<file path="config.mk">
export PLATFORM = sky130hd
export DESIGN_NAME = vector_sequencer
export DESIGN_NICKNAME = d
export VERILOG_FILES = /design/src/rtl/vst_pkg.sv /design/src/rtl/vector_sequencer.sv
export SDC_FILE = /design/constraint.sdc
export NUM_CORES = 1
export LEC_CHECK = 0
export BUFFER_PORTS_ARGS = -buffer_cell sky130_fd_sc_hd__buf_2
export CAP_MARGIN = 20
export CORE_UTILIZATION = 41
export CTS_CLUSTER_DIAMETER = 30
export CTS_CLUSTER_SIZE = 14
export DETAILED_ROUTE_END_ITERATION = 6
export PLACE_DENSITY = 0.7
export SYNTH_ARGS = -nofsm -noshare
export SYNTH_HDL_FRONTEND = slang
export SYNTH_SLANG_ARGS = --single-unit
</file>
<file path="constraint.sdc">
create_clock -name clk -period 1.79 [get_ports clk]
set_input_delay 0.4475 -clock clk [delete_from_list [all_inputs] [get_ports clk]]
set_output_delay 0.4475 -clock clk [all_outputs]
set_load 0.02 [all_outputs]
</file>
<file path="src/rtl/vst_pkg.sv">
// Shared types and constants for the vector-display sequencer.
package vst_pkg;

   // Default coordinate / DAC value width.
   localparam int BITS_DEF = 12;

   // DAC channel select encoding on dac_axis.
   localparam logic AXIS_X = 1'b1;
   localparam logic AXIS_Y = 1'b0;

   typedef enum logic [3:0] {
      ST_IDLE,
      ST_LOAD,
      ST_ARM,
      ST_CHECK,
      ST_SEND_X,
      ST_WAIT_X,
      ST_SEND_Y,
      ST_WAIT_Y,
      ST_STEP,
      ST_SETTLE
   } state_t;

endpackage

</file>
<file path="src/rtl/vector_sequencer.sv">
// vector_sequencer: accepts draw/move commands, loads the line engine, walks it
// one point at a time and sends each point to the SPI DAC as X then Y, skipping
// a channel whose value has not changed since its last write.
module vector_sequencer
   import vst_pkg::*;
#(
   parameter int BITS   = BITS_DEF,
   parameter int SETTLE = 64
) (
   input  logic            clk,
   input  logic            reset,
   input  logic            cmd_valid,
   output logic            cmd_ready,
   input  logic [BITS-1:0] cmd_x,
   input  logic [BITS-1:0] cmd_y,
   input  logic            cmd_move,
   output logic            line_strobe,
   output logic [BITS-1:0] line_x,
   output logic [BITS-1:0] line_y,
   output logic            line_step,
   input  logic            line_ready,
   input  logic [BITS-1:0] line_x_pos,
   input  logic [BITS-1:0] line_y_pos,
   output logic            dac_strobe,
   output logic [BITS-1:0] dac_value,
   output logic            dac_axis,
   input  logic            dac_ready,
   output logic            blank,
   output logic            busy
);

   localparam int            CW          = (SETTLE > 1) ? $clog2(SETTLE) : 1;
   localparam logic [CW-1:0] SETTLE_LOAD = (SETTLE > 0) ? CW'(SETTLE - 1) : '0;

   state_t            state_q, state_d;
   logic [BITS-1:0]   line_x_q, line_x_d;
   logic [BITS-1:0]   line_y_q, line_y_d;
   logic              move_q, move_d;
   logic              blank_q, blank_d;
   logic [BITS-1:0]   pt_x_q, pt_x_d;
   logic [BITS-1:0]   pt_y_q, pt_y_d;
   logic [BITS-1:0]   dac_value_q, dac_value_d;
   logic              dac_axis_q, dac_axis_d;
   // High only on the first cycle of WAIT_X/WAIT_Y: doubles as the DAC strobe
   // and as the "DAC has not seen the strobe yet, ignore dac_ready" flag.
   logic              dac_strobe_q, dac_strobe_d;
   logic [BITS-1:0]   last_x_q, last_x_d;
   logic [BITS-1:0]   last_y_q, last_y_d;
   logic              last_x_vld_q, last_x_vld_d;
   logic              last_y_vld_q, last_y_vld_d;
   logic [CW-1:0]     settle_q, settle_d;

   // State register.
   always_ff @(posedge clk) begin
      if (reset) state_q <= ST_IDLE;
      else       state_q <= state_d;
   end

   // Datapath registers; last-written values become invalid on reset.
   always_ff @(posedge clk) begin
      if (reset) begin
         line_x_q     <= '0;
         line_y_q     <= '0;
         move_q       <= 1'b0;
         blank_q      <= 1'b1;
         pt_x_q       <= '0;
         pt_y_q       <= '0;
         dac_value_q  <= '0;
         dac_axis_q   <= AXIS_Y;
         dac_strobe_q <= 1'b0;
         last_x_q     <= '0;
         last_y_q     <= '0;
         last_x_vld_q <= 1'b0;
         last_y_vld_q <= 1'b0;
         settle_q     <= '0;
      end else begin
         line_x_q     <= line_x_d;
         line_y_q     <= line_y_d;
         move_q       <= move_d;
         blank_q      <= blank_d;
         pt_x_q       <= pt_x_d;
         pt_y_q       <= pt_y_d;
         dac_value_q  <= dac_value_d;
         dac_axis_q   <= dac_axis_d;
         dac_strobe_q <= dac_strobe_d;
         last_x_q     <= last_x_d;
         last_y_q     <= last_y_d;
         last_x_vld_q <= last_x_vld_d;
         last_y_vld_q <= last_y_vld_d;
         settle_q     <= settle_d;
      end
   end

   // Next-state and datapath update for the command / point / DAC sequence.
   always_comb begin
      state_d      = state_q;
      line_x_d     = line_x_q;
      line_y_d     = line_y_q;
      move_d       = move_q;
      blank_d      = blank_q;
      pt_x_d       = pt_x_q;
      pt_y_d       = pt_y_q;
      dac_value_d  = dac_value_q;
      dac_axis_d   = dac_axis_q;
      dac_strobe_d = 1'b0;
      last_x_d     = last_x_q;
      last_y_d     = last_y_q;
      last_x_vld_d = last_x_vld_q;
      last_y_vld_d = last_y_vld_q;
      settle_d     = settle_q;
      case (state_q)
         ST_IDLE: begin
            if (cmd_valid) begin
               line_x_d = cmd_x;
               line_y_d = cmd_y;
               move_d   = cmd_move;
               state_d  = ST_LOAD;
            end
         end
         ST_LOAD: begin
            blank_d = move_q;
            state_d = ST_ARM;
         end
         // Engine outputs may still reflect the previous target here.
         ST_ARM: state_d = ST_CHECK;
         ST_CHECK: begin
            // A move shows the target directly; a draw shows the engine position.
            pt_x_d  = move_q ? line_x_q : line_x_pos;
            pt_y_d  = move_q ? line_y_q : line_y_pos;
            state_d = ST_SEND_X;
         end
         ST_SEND_X: begin
            if (last_x_vld_q && (pt_x_q == last_x_q)) begin
               state_d = ST_SEND_Y;
            end else if (dac_ready) begin
               dac_strobe_d = 1'b1;
               dac_value_d  = pt_x_q;
               dac_axis_d   = AXIS_X;
               last_x_d     = pt_x_q;
               last_x_vld_d = 1'b1;
               state_d      = ST_WAIT_X;
            end
         end
         ST_WAIT_X: begin
            if (!dac_strobe_q && dac_ready) state_d = ST_SEND_Y;
         end
         ST_SEND_Y: begin
            if (last_y_vld_q && (pt_y_q == last_y_q)) begin
               state_d = ST_STEP;
            end else if (dac_ready) begin
               dac_strobe_d = 1'b1;
               dac_value_d  = pt_y_q;
               dac_axis_d   = AXIS_Y;
               last_y_d     = pt_y_q;
               last_y_vld_d = 1'b1;
               state_d      = ST_WAIT_Y;
            end
         end
         ST_WAIT_Y: begin
            if (!dac_strobe_q && dac_ready) state_d = ST_STEP;
         end
         ST_STEP: begin
            if (move_q) begin
               if (SETTLE > 0) begin
                  settle_d = SETTLE_LOAD;
                  state_d  = ST_SETTLE;
               end else begin
                  state_d = ST_IDLE;
               end
            end else if (line_ready) begin
               state_d = ST_IDLE;
            end else begin
               state_d = ST_ARM;
            end
         end
         ST_SETTLE: begin
            if (settle_q == '0) state_d = ST_IDLE;
            else                settle_d = settle_q - 1'b1;
         end
         default: state_d = ST_IDLE;
      endcase
   end

   // Decoded outputs; the second strobe on a move parks the engine on its target.
   always_comb begin
      cmd_ready   = (state_q == ST_IDLE);
      busy        = (state_q != ST_IDLE);
      line_strobe = (state_q == ST_LOAD) || ((state_q == ST_STEP) && move_q);
      line_step   = (state_q == ST_STEP) && !move_q && !line_ready;
   end

   assign line_x     = line_x_q;
   assign line_y     = line_y_q;
   assign dac_strobe = dac_strobe_q;
   assign dac_value  = dac_value_q;
   assign dac_axis   = dac_axis_q;
   assign blank      = blank_q;

endmodule
</file>
==> flow_summary.toml <==
[cells_and_area]
design_area_um2 = 6220
fin_cells = 791
nNetsFinal = 706
post-route-util = 0.595
layout-drive-gt1-share = 0.403
area_growth_pct = 38.8
antenna_cells = 0
fillCellCount = 918

[placement]
gp_congestion = 0.835
hpwl_mm = 8.19
place_area_um2 = 5580
dp.cells = 762
port_buffers = 96
pre_cts_slack_ns = -0.133

[drt]
drt_first_pass_iters = 4
viasPerCell = 5.32
wl_per_cell_um = 15.2
detail-route-antenna-nets = 0
drt_wl_total_mm = 12.0
drtIter0Drc = 195
num_vias = 4205
remaining_drc_errors = 0

[setup_path]
crit_chain = "inv_2, ha_4, or4b_4, o2111ai_4, nand4_1, mux2i_1, nand3b_1, o21ai_1"
critPathKind = "flip-flop to flip-flop"
cp_max_fo = 3
worstPathArrival_ns = 2.26
cp-end-kind = "flip-flop"
cpPeakStageDelay_ns = 0.47
worstPathRequired_ns = 2.08
cp-start-kind = "flip-flop"
slowest_stage = "or4b_4"

[power]
peakVddDrop_mv = 0.682
internal-power_mw = 5.08
seq_power_share = 0.360
power_mw = 8.07
swShare = 0.371
clkPwrFrac = 0.195
p_sw_mw = 2.99
pwr-share-comb = 0.446
p_per_area_nw_per_um2 = 1300
leakage_nw = 2.38

[cts]
clock-root-buffer = "clkbuf_8"
cts_buffer_depth = 2
cts_buffers = 9
cts_tree = "yes"
clk_pin_slew_ns = 0.09
clock-sinks = 100
clock_latency_ns = 0.37
h-tree-depth = 3

[die]
num_io_pins = 97
core.rowCount = 37
fp.dieH_um = 107
core_region_area_um2 = 10500
die_area_um2 = 11400
fp.dieW_um = 107
initial_core_util = 0.429

[synthesis]
synth_simple_gate_area_frac = 0.178
syn_nets = 562
synth_top_family_by_area = "simple AND/OR/NAND/NOR gates"
synth_top_area_frac = 0.446
synth_area_um2 = 4490
synth_seq_cells = 100
synth_top_area_cell = "dfxtp_1"
synthAdderAreaFrac = 0.00558
ys_warn_count = 0
ys_top_cells_by_count = "dfxtp_1 (100), nand2_1 (74), a21oi_1 (49), mux2i_1 (49), nor2_1 (47)"
synth-edff-count = 0
synth-compound-area-share = 0.169
synth_cells = 506
seq_area_frac_synth = 0.446
async_flop_share = 0
avgSynthCellArea_um2 = 8.86
muxShareOfSynthArea = 0.109
yosysMostFrequentCell = "dfxtp_1"
synthXorXnorAreaFrac = 0.0547
yosys-top-cells-area = "dfxtp_1 (45%), mux2i_1 (11%), nand2_1 (6.2%), a21oi_1 (5.5%), xnor2_1 (4.9%)"
synthFlopType = "dfxtp_1"
synth_cell_types = 46

[timing]
layout_min_cycle_time_ns = 1.97
setup_viol = 33
rsz0062_at_grt = "true"
skew_ns = 0.00887
finalHoldViolCount = 0
drv_slew = 0
max_freq_ghz = 0.508
slew_headroom = 0.699
worst_slew_pin_slew_ns = 0.452
setup_slack_ns = -0.178
period_share = 1.10

[min_path]
hold_path_class = "input pin to flip-flop"

[global_route]
grt_pass1_vias = 3929
antenna_found_initial = 0
grt-ovfl-total = 0
grt_max_degree = 89
track_usage = 0.210
grt_first_pass_wirelength_mm = 19.0

[run_status]
failed_checks = "negative setup slack"
status = "complete, but fails checks"

[run]
cap_violations = 0
==> sequential cells by signal, indices dropped and copies added (netlist names), 4 cells and up <==
register	flops
line_x	12
line_y	12
pt_x_q	12
settle_q	6
last_x_q	12
last_y_q	12
dac_value	12
pt_y_q	12
state_q	4
==> area by class of cell <==
class | count | area (µm²) | share of cell area
sequential | 100 | 2030 | 0.327
inverter | 6 | 25.0 | 0.00402
tap | 136 | 170 | 0.0273
timing repair buffer | 167 | 1180 | 0.190
clock inverter | 5 | 83.8 | 0.0135
multi-input combinational | 366 | 2600 | 0.417
clock buffer | 11 | 131 | 0.0211
==> cells by family (layout without fill, tap and decap cells) <==
logic type               count (synthesis)  in the layout
XOR/XNOR                                28             28
AO/OA/AOI/OAI                          114            114
buffers and inverters                   41            189
adder cells (fa/ha/maj)                  2              2
multiplexers                            49             49
flip-flops                             100            100
AND/OR/NAND/NOR                        172            173
==> layer usage <==
layer | global-route usage | share of wire
met5 | 0 | 0
met2 | 0.326 | 0.46
met1 | 0.285 | 0.46
met4 | 0.0763 | 0.023
met3 | 0.0480 | 0.059
==> power groups by stage <==
| stage | clock [mW] | sequential [mW] | combinational, mW |
|---|---|---|---|
| 6_report | 1.57 | 2.90 | 3.60 |
| 3_5_place_dp | 0 | 2.87 | 2.99 |
| 5_1_grt | 1.70 | 2.94 | 3.86 |
| 2_1_floorplan | 0 | 3.13 | 1.62 |
| 3_3_place_gp | 0 | 2.86 | 2.95 |
| 4_1_cts | 1.60 | 2.87 | 3.33 |
==> worst paths after layout <==
kind | startpoint | endpoint | slack (ns) | cells past startpoint
max | settle_q[1]$_SDFFE_PP0P_ | state_q[2]$_SDFFE_PP0P_ | -0.18 | 8
min | cmd_y[4] | line_y[4]$_SDFFE_PP0P_ | 0.30 | 3
max reg2reg | settle_q[1]$_SDFFE_PP0P_ | state_q[2]$_SDFFE_PP0P_ | -0.18 | 8
min reg2reg | line_y[1]$_SDFFE_PP0P_ | line_y[1]$_SDFFE_PP0P_ | 0.48 | 2
==> stage by stage <==
stage / TNS, ns / hold slack [ns]
after floorplan: -1.76 / 0.440
after global placement: -1.35 / 0.455
after detailed placement: -1.94 / 0.461
after CTS: -1.97 / 0.292
after global routing: -5.23 / 0.290
final: -2.49 / 0.303
==> layout by cell type (no fill, tap or decap), types with 2 or more instances in the layout <==
cell type	count
buf_2	92
dfxtp_1	81
nand2_1	68
buf_4	54
mux2i_1	49
a21oi_1	45
nor2_1	44
a211oi_1	25
xnor2_1	22
dfxtp_2	16
o21ai_0	15
nor3_2	11
a211oi_2	11
buf_6	11
clkbuf_8	9
buf_12	7
nand2_2	5
nand4_1	5
a21oi_2	4
nand3_1	4
nor2_4	3
or2_4	3
xnor2_2	3
nor3_4	3
inv_1	3
nor3_1	3
o31ai_1	3
nor4b_1	3
dfxtp_4	3
inv_2	2
nand3_2	2
xor2_1	2
nand2b_1	2
nor3b_2	2
o21ai_1	2
bufinv_16	2
clkbuf_1	2
clkinvlp_4	2
buf_8	2
==> worst max-delay path, delay by kind of cell (launching register included) <==
family	cells	cell delay (ns)
AOI/OAI and AO/OA	2	0.37
DFF	1	0.34
adders and majority gates	1	0.12
muxes	1	0.20
and+or+nand+nor	3	0.80
buffers and inverters	1	0.08
==> repair_timing <==
| item | 4_1_cts | 5_1_grt |
|---|---|---|
| gates cloned | 1 | 2 |
| gates resized for setup | 48 | 43 |
| setup buffers | 6 | 4 |
| endpoints found under the hold margin | 0 | 0 |
| hold buffers | 0 | 0 |
| pin swaps | 19 | 22 |
| setup endpoints to repair | 37 | 54 |
(Power assumes the default switching activity.)
